## src/rtl/core_pc_gen_pkg.sv

```systemverilog
// Shared definitions for the fetch-stage PC generator: state encodings,
// hold/jump constants and default reset address and instruction size.
package core_pc_gen_pkg;

    typedef enum logic [1:0] {
        PcStBoot = 2'd0,
        PcStRun  = 2'd1,
        PcStHold = 2'd2
    } pc_state_e;

    localparam logic [2:0]  HOLD_NONE         = 3'd0;
    localparam logic [2:0]  HOLD_PC           = 3'd1;
    localparam logic        JUMP_EN           = 1'b1;
    localparam logic [31:0] PC_RST_ADDR_DEF   = 32'h0000_0000;
    localparam int          PC_INST_BYTES_DEF = 4;

endpackage

```

## src/rtl/core_pc_gen_if.sv

```systemverilog
// Fetch-request bus between the PC generator (slave) and the pipeline/fetch side (master).
// Handshake: a request transfers on a rising edge when pc_valid_out=1, fetch_ready_in=1 and no
// hold is active; while valid and unaccepted, pc_out stays stable unless a jump or reset occurs.
interface core_pc_gen_if #(
    parameter int ADDR_W = 32,
    parameter int HOLD_W = 3,
    parameter int CNT_W  = 64
);
    logic              jump_flag_in;
    logic [ADDR_W-1:0] jump_addr_in;
    logic [HOLD_W-1:0] hold_flag_in;
    logic              fetch_ready_in;
    logic [ADDR_W-1:0] pc_out;
    logic              pc_valid_out;
    logic              redirect_out;
    logic              misalign_out;
    logic [CNT_W-1:0]  fetch_cnt_out;

    modport slave (
        input  jump_flag_in, jump_addr_in, hold_flag_in, fetch_ready_in,
        output pc_out, pc_valid_out, redirect_out, misalign_out, fetch_cnt_out
    );

    modport master (
        output jump_flag_in, jump_addr_in, hold_flag_in, fetch_ready_in,
        input  pc_out, pc_valid_out, redirect_out, misalign_out, fetch_cnt_out
    );
endinterface

```

## src/rtl/core_perf_cnt.sv

```systemverilog
// Generic enable-driven wrapping performance counter, cleared by synchronous reset.
module core_perf_cnt #(
    parameter int W = 64
) (
    input  logic         clk,
    input  logic         rst,
    input  logic         en_i,
    output logic [W-1:0] cnt_o
);

    logic [W-1:0] cnt_q, cnt_d;

    always_comb begin
        cnt_d = cnt_q;
        if (en_i) cnt_d = cnt_q + W'(1);
    end

    always_ff @(posedge clk) begin
        if (rst) cnt_q <= '0;
        else     cnt_q <= cnt_d;
    end

    assign cnt_o = cnt_q;

endmodule

```

## src/rtl/core_pc_gen.sv

```systemverilog
// Fetch-stage program counter: boot cycle, valid/ready fetch handshake, jump redirect with alignment,
// pipeline hold. Optional accepted-fetch counter built when CORE_PC_FETCH_CNT_EN is defined.
module core_pc_gen
    import core_pc_gen_pkg::*;
#(
    parameter int                ADDR_W      = 32,
    parameter logic [ADDR_W-1:0] RST_ADDR    = ADDR_W'(PC_RST_ADDR_DEF),
    parameter int                INST_BYTES  = PC_INST_BYTES_DEF,
    parameter int                HOLD_W      = 3,
    parameter int                HOLD_PC_LVL = int'(HOLD_PC),
    parameter int                CNT_W       = 64
) (
    input  logic            clk,
    input  logic            rst,
    core_pc_gen_if.slave    bus,
    output pc_state_e       state_o
);

    localparam logic [ADDR_W-1:0] LOW_MASK = ADDR_W'(INST_BYTES - 1);

    pc_state_e         state_q, state_d;
    logic [ADDR_W-1:0] pc_q, pc_d;
    logic              redirect_q, redirect_d;
    logic              misalign_q, misalign_d;
    logic              jump;
    logic              hold_act;
    logic              fire;

    assign jump     = (bus.jump_flag_in == JUMP_EN);
    assign hold_act = (bus.hold_flag_in >= HOLD_W'(HOLD_PC_LVL));
    assign fire     = (state_q == PcStRun) & bus.fetch_ready_in & ~hold_act;

    always_comb begin
        state_d    = state_q;
        pc_d       = pc_q;
        redirect_d = 1'b0;
        misalign_d = 1'b0;
        if (jump) begin
            // A jump wins over any same-cycle fire: the old request is dropped, not advanced.
            pc_d       = bus.jump_addr_in & ~LOW_MASK;
            redirect_d = 1'b1;
            misalign_d = |(bus.jump_addr_in & LOW_MASK);
            state_d    = hold_act ? PcStHold : PcStRun;
        end else begin
            unique case (state_q)
                PcStBoot: state_d = hold_act ? PcStHold : PcStRun;
                PcStRun: begin
                    if (hold_act)  state_d = PcStHold;
                    else if (fire) pc_d    = pc_q + ADDR_W'(INST_BYTES);
                end
                PcStHold: if (!hold_act) state_d = PcStRun;
                default:  state_d = PcStBoot;
            endcase
        end
    end

    always_ff @(posedge clk) begin
        if (rst) begin
            state_q    <= PcStBoot;
            pc_q       <= RST_ADDR;
            redirect_q <= 1'b0;
            misalign_q <= 1'b0;
        end else begin
            state_q    <= state_d;
            pc_q       <= pc_d;
            redirect_q <= redirect_d;
            misalign_q <= misalign_d;
        end
    end

    assign bus.pc_out       = pc_q;
    assign bus.pc_valid_out = (state_q == PcStRun);
    assign bus.redirect_out = redirect_q;
    assign bus.misalign_out = misalign_q;
    assign state_o          = state_q;

`ifdef CORE_PC_FETCH_CNT_EN
    logic [CNT_W-1:0] fetch_cnt;

    core_perf_cnt #(
        .W (CNT_W)
    ) u_fetch_cnt (
        .clk   (clk),
        .rst   (rst),
        .en_i  (fire & ~jump),
        .cnt_o (fetch_cnt)
    );

    assign bus.fetch_cnt_out = fetch_cnt;
`else
    assign bus.fetch_cnt_out = {CNT_W{1'b0}};
`endif

endmodule

```

## src/flat_wrapper.sv

```systemverilog
// flat-port wrapper written by rule: the top's interface ports become plain ports
module core_pc_gen_flat import core_pc_gen_pkg::*;
#(
    parameter int                ADDR_W      = 32,
    parameter logic [ADDR_W-1:0] RST_ADDR    = ADDR_W'(PC_RST_ADDR_DEF),
    parameter int                INST_BYTES  = PC_INST_BYTES_DEF,
    parameter int                HOLD_W      = 3,
    parameter int                HOLD_PC_LVL = int'(HOLD_PC),
    parameter int                CNT_W       = 64
)
  (clk, rst, state_o, bus_jump_flag_in, bus_jump_addr_in, bus_hold_flag_in, bus_fetch_ready_in, bus_pc_out, bus_pc_valid_out, bus_redirect_out, bus_misalign_out, bus_fetch_cnt_out);
  core_pc_gen_if #(.ADDR_W(ADDR_W), .HOLD_W(HOLD_W), .CNT_W(CNT_W)) bus_i ();
  input  logic clk;
  input  logic rst;
  output pc_state_e state_o;
  input wire logic [$bits(bus_i.jump_flag_in)-1:0] bus_jump_flag_in;
  input wire logic [$bits(bus_i.jump_addr_in)-1:0] bus_jump_addr_in;
  input wire logic [$bits(bus_i.hold_flag_in)-1:0] bus_hold_flag_in;
  input wire logic [$bits(bus_i.fetch_ready_in)-1:0] bus_fetch_ready_in;
  output wire logic [$bits(bus_i.pc_out)-1:0] bus_pc_out;
  output wire logic [$bits(bus_i.pc_valid_out)-1:0] bus_pc_valid_out;
  output wire logic [$bits(bus_i.redirect_out)-1:0] bus_redirect_out;
  output wire logic [$bits(bus_i.misalign_out)-1:0] bus_misalign_out;
  output wire logic [$bits(bus_i.fetch_cnt_out)-1:0] bus_fetch_cnt_out;
  assign bus_i.jump_flag_in = bus_jump_flag_in;
  assign bus_i.jump_addr_in = bus_jump_addr_in;
  assign bus_i.hold_flag_in = bus_hold_flag_in;
  assign bus_i.fetch_ready_in = bus_fetch_ready_in;
  assign bus_pc_out = bus_i.pc_out;
  assign bus_pc_valid_out = bus_i.pc_valid_out;
  assign bus_redirect_out = bus_i.redirect_out;
  assign bus_misalign_out = bus_i.misalign_out;
  assign bus_fetch_cnt_out = bus_i.fetch_cnt_out;
  core_pc_gen #(.ADDR_W(ADDR_W), .RST_ADDR(RST_ADDR), .INST_BYTES(INST_BYTES), .HOLD_W(HOLD_W), .HOLD_PC_LVL(HOLD_PC_LVL), .CNT_W(CNT_W)) u_core (.clk(clk), .rst(rst), .bus(bus_i), .state_o(state_o));
endmodule
```

## config.mk

```make
export PLATFORM = sky130hd
export DESIGN_NAME = core_pc_gen_flat
export DESIGN_NICKNAME = d
export VERILOG_FILES = /design/src/rtl/core_pc_gen_pkg.sv /design/src/rtl/core_pc_gen_if.sv /design/src/rtl/core_perf_cnt.sv /design/src/rtl/core_pc_gen.sv /design/src/flat_wrapper.sv
export SDC_FILE = /design/constraint.sdc
export NUM_CORES = 1
export LEC_CHECK = 0
export CAP_MARGIN = 30
export CORE_ASPECT_RATIO = 1.25
export CORE_UTILIZATION = 25
export CTS_CLUSTER_SIZE = 10
export DETAILED_ROUTE_END_ITERATION = 16
export SYNTH_ARGS = -nofsm -noshare
export SYNTH_HDL_FRONTEND = slang
export SYNTH_SLANG_ARGS = --single-unit
```

## constraint.sdc

```tcl
create_clock -name clk -period 1.89 [get_ports clk]
set_input_delay 0.189 -clock clk [delete_from_list [all_inputs] [get_ports clk]]
set_output_delay 0.189 -clock clk [all_outputs]
set_load 0.05 [all_outputs]
```

# == Yosys cells after proc, flatten, opt, wreduce, memory -nomap -nowiden ==
# Index checks and enable logic that the tools add are counted.
# op_classes
add_sub_neg,1
magnitude_cmp,1
n_eq_ne,5
muxes,10
bitwise_logic,4
reduce_logical,9
# op_table
operator,n
32-bit two-way mux,4
32-bit by 3-bit adder with 32-bit output (second input constant),1
2-bit two-way mux,4
2-bit case mux with 3 select lines,1
3-bit AND reduction,2
2-bit OR reduction,3
2-bit nonzero test,2
3-bit by 1-bit >= comparator with 1-bit output (second input constant),1
3-bit by 2-bit != test with 1-bit output (second input constant),1
3-bit != test (second input constant),1
1-bit AND,2
2-bit by 1-bit == test with 1-bit output (second input constant),1
2-bit == test (second input constant),1
2-bit logical NOT,1
2-bit != test (second input constant),1
1-bit inverter,2
2-bit AND reduction,1
1-bit two-way mux,1
# word_totals
regBits,36
inputBits,39
out_inout_bits,101
word_cells,35

# == Longest topological paths before layout ==
# depth
word_depth,7
ltp_mapped,6
mapped_depth_nobuf,5

# == Worst setup path after synthesis ==
# No wires, ideal clock.
# synth_timing
path_type,flip-flop to flip-flop
from,register u_core.pc_q[10] (netlist: u_core.bus.pc_out[10])
to,register u_core.pc_q[23] (netlist: u_core.bus.pc_out[23])
setup_time_ps,91
arrival_time_ps,2373
required_time_ps,1799
path_slack_ps,-574
stages_incl_launch_ff,6
n_path_buf,1
period_less_slack_ps,2464
cell_sequence,dfxtp_1 > nand4_1 > or4_1 > clkbuf_1 > or4_1 > a311oi_1
# synth_between
elab_chain_len,5
# synth_lines
element,line_no,rtl
start: declaration,core_pc_gen.sv:22,"logic [ADDR_W-1:0] pc_q, pc_d;"
start signal: assignment,core_pc_gen.sv:65,pc_q <= pc_d;
32-bit by 3-bit adder with 32-bit output,core_pc_gen.sv:49,else if (fire) pc_d = pc_q + ADDR_W'(INST_BYTES);
32-bit two-way mux,core_pc_gen.sv:49,
32-bit two-way mux,core_pc_gen.sv:48,if (hold_act) state_d = PcStHold;
32-bit two-way mux,core_pc_gen.sv:45,unique case (state_q)
32-bit two-way mux,core_pc_gen.sv:38,if (jump) begin
# Every way passes these cells. The select of a mux whose other input is x is not followed.
# A chain may end at the register's enable or synchronous reset.

# == Final worst setup path ==
# layout_timing
from,register u_core.state_q[1] (netlist: u_core.state_o[1])
to,register u_core.pc_q[18] (netlist: u_core.bus.pc_out[18])
# layout_between
elab_chain_len,5
elab_cells_between_ends,6
cone_classes,1 x eq/ne; 2 x bitwise; 3 x reduce/logical
# layout_lines
element,line_no,rtl
start: declaration,core_pc_gen.sv:21,"pc_state_e state_q, state_d;"
start signal: assignment,core_pc_gen.sv:59,state_q <= PcStBoot;
start signal: assignment,core_pc_gen.sv:64,state_q <= state_d;
2-bit by 1-bit == test with 1-bit output *,"core_pc_gen.sv:31, core_pc_gen.sv:45",
1-bit AND (2 in a row),core_pc_gen.sv:31,assign fire = (state_q == PcStRun) & bus.fetch_ready_in & ~hold_act;
2-bit nonzero test (no line),-,
3-bit AND reduction (no line) *,-,
# Mark *: on every way between the ends. The rest lies on a longest branch, timed or not.

==> metrics <==
outcome=complete, but fails checks; failing checks=setup timing; FILL cells=990; antenna violations before repair=0; # diodes=0; # IOs=140; TritonCTS clock tree=done; largest net degree at the start of global routing=39; Die Y=113 um; Critical Path Sink Type=flop; LEAKAGE=1.46 nW; Final min period=1950 ps; crit path buf inv count=0; Worst Hold End=u_core.state_o[0]$_SDFFE_PP0P_; Power, Total=0.00249 W; number of flops mapped to enable cells by yosys=0; RSZ-0062 raised after global routing=yes; Hold Crit Depth=5; Max stage delay on crit path=600 ps; Critical Path RT=2080 ps; post-synth cell types=49; mean area per synthesized cell=7.86 um2; reg2reg end=u_core.bus.pc_out[18]$_SDFFE_PP0P_; Die W=91.2 um; Max Fclk=0.514 GHz; initial core utilization=25.8%; share of the synthesized area in the top cell type=27.4%; HP Class=in -> reg; maximum clock path buffer count=2; Final setup viols=8; Slew Viols, Final=0; Skew-Pair Late Insertion Delay=280 ps; Worst-Margin Slew=518 ps; critical path's top delay family=simple AND/OR/NAND/NOR gates; NumNets Final=478; die area=10300 um2; Via density=4.76; Fin Hold WS=387 ps; vias=2689; DRT Pass-1 Iters=5; hold path startpoint=bus_hold_flag_in[0]; H-tree depth=2; max_cap viols=0; Syn. warnings=0; Synth area leader=dfxtp_1; Netlist Area Pre-Place=2480 um2; DRC=0; Clock Skew=7.03 ps; Syn Inst Count=316; clk sinks=34; Post-Route WL=7800 um; layout cells sized above 1=27.1%; VDD IR max=0.370 mV; first-pass GRT wire length=12400 um; cell mode on critical path=or4_4; synthesized flop and latch total=34; PwrDens=648 nW/um2; Tcrit/Tclk final=103%; core area=9610 um2; WP depth=4; port bufs=73; worst setup margin=-55.0 ps; slew margin rel.=65.4%; reg-to-reg critical path startpoint=u_core.state_o[1]$_SDFFE_PP0P_; crit-path max FO=7; FP Rows=40; area delta synth->final=55.1%; post-DP HPWL=5690 um; Post-synth ARST share=0%; initial DRC count=154; antenna viol nets, final=0; Avg WL per Cell=13.8 um; Main synth FF type=dfxtp_1; post-synthesis sequential area ratio=27.4%; FF-to-FF path depth=4; critical path launch point type=flop; crit path cell chain=nand3b_1 > or4_4 > or4_4 > a311oi_2; R2R setup slack=-60 ps; total CTS buffers=5; crit path DAT=2130 ps; Tot GR Track Use=14.8%; final hold vios=0; critical path class=reg -> reg; gpl congestion=0.862; top cells by area, synth=dfxtp_1, buf_4, a311oi_1; critical path's slowest cell=or4_4; gr ovfl total=0; Reg clk slew, reported paths=60 ps; number of global-route vias before repair=2558; CTS Root Cell=clkbuf_16
worst register-to-register path: cells and delay by family, from the launching register on:
kind | cells | cell delay (ps)
and+or+nand+nor | 3 | 1310
AOI/OAI and AO/OA | 1 | 240
DFF | 1 | 310
layer usage:
layer / share of wire [%] / global-route usage [%]
met1: 42 / 18.1
met2: 52 / 26.6
met3: 4.4 / 2.13
met4: 1.1 / 4.97
met5: 0 / 0
worst max path at each step:
stage,start,endpoint,slack (ps)
floorplan,u_core.bus.pc_out[5]$_SDFFE_PP0P_,u_core.bus.pc_out[18]$_SDFFE_PP0P_,-180
CTS,u_core.bus.pc_out[4]$_SDFFE_PP0P_,u_core.bus.pc_out[18]$_SDFFE_PP0P_,-60
detailed placement,bus_hold_flag_in[2],u_core.bus.pc_out[24]$_SDFFE_PP0P_,-770
global placement,bus_hold_flag_in[2],u_core.bus.pc_out[19]$_SDFFE_PP0P_,-620
global route,u_core.state_o[1]$_SDFFE_PP0P_,u_core.bus.pc_out[18]$_SDFFE_PP0P_,-110
finish,u_core.state_o[1]$_SDFFE_PP0P_,u_core.bus.pc_out[18]$_SDFFE_PP0P_,-60
flip-flops by register name, summed over array words and instances, names as in the netlist:
| signal | cells |
|---|---|
| u_core.bus.pc_out | 30 |
| u_core.state_o | 2 |
| u_core.bus.misalign_out | 1 |
| u_core.bus.redirect_out | 1 |
timing repair:
item	4_1_cts	5_1_grt
pin swaps	15	13
setup endpoints to repair	15	16
setup buffers	5	0
hold buffers	0	0
gates cloned	2	0
gates resized for setup	14	22
through the flow:
stage / setup TNS (ps) / cells / utilization, % / area (um2) / setup slack (ps)
floorplan: -1070 / 381 / - / 2830 / -185
global placement: -8950 / 550 / 36.8 / 3540 / -622
detailed placement: -10140 / 550 / 36.8 / 3540 / -769
CTS: -119 / 565 / 39.1 / 3760 / -62.3
global route: -963 / 565 / 40.1 / 3850 / -107
finish: -161 / 565 / 40.1 / 3850 / -55.0
cell families (layout without fill, tap and decap cells):
logic type	Yosys count	after routing	synth area share, %
buffers and inverters	88	145	23.6
and+or+nand+nor	132	133	29.6
xor gates and xnor gates	6	6	2.12
DFF	34	34	27.4
adders and majority gates	1	1	0.504
AOI/OAI and AO/OA	54	54	16.6
other	1	66	0.151
cells in the final DEF, fill, tap and decap left out, drive strengths merged, types with 6 or more instances in the layout:
cell type / n
nor4: 6
or4: 12
conb: 66
nand2: 20
o21ai: 9
clkbuf: 7
nor3: 7
nor2: 27
nand3: 12
buf: 61
or3: 12
nand4: 15
dfxtp: 34
a311oi: 12
xor2: 6
clkdlybuf4s50: 67
a211oi: 7
Yosys cell counts, types with 3 or more instances:
library cell / count
o31ai_1: 4
inv_1: 4
buf_4: 66
nor2_1: 27
dfxtp_1: 34
o21ai_0: 9
nand3_1: 12
and2_1: 4
or3_1: 11
nor4_1: 6
nand4_1: 15
o211ai_1: 3
xor2_1: 6
nor3b_1: 3
nand2_1: 20
clkbuf_1: 14
a31oi_1: 3
nor3_1: 6
or4_1: 10
a311oi_1: 12
and4_1: 4
a211oi_1: 7
report_power, final:
part	total, W	switching [W]	internal [W]
Clock	0.000797	0.000316	0.000481
Sequential	0.000802	0.0000430	0.000759
Combinational	0.000894	0.000629	0.000265
area by class of cell:
type	count	area, um2	area share (%)
Clock buffer	5	125	3.25
Tap cell	126	158	4.09
Inverter	5	18.8	0.487
Timing Repair Buffer	132	1170	30.5
Multi-Input combinational cell	260	1600	41.6
Sequential cell	34	757	19.7
Clock inverter	3	16.3	0.422
No activity file was read; power rests on OpenSTA's default activity.
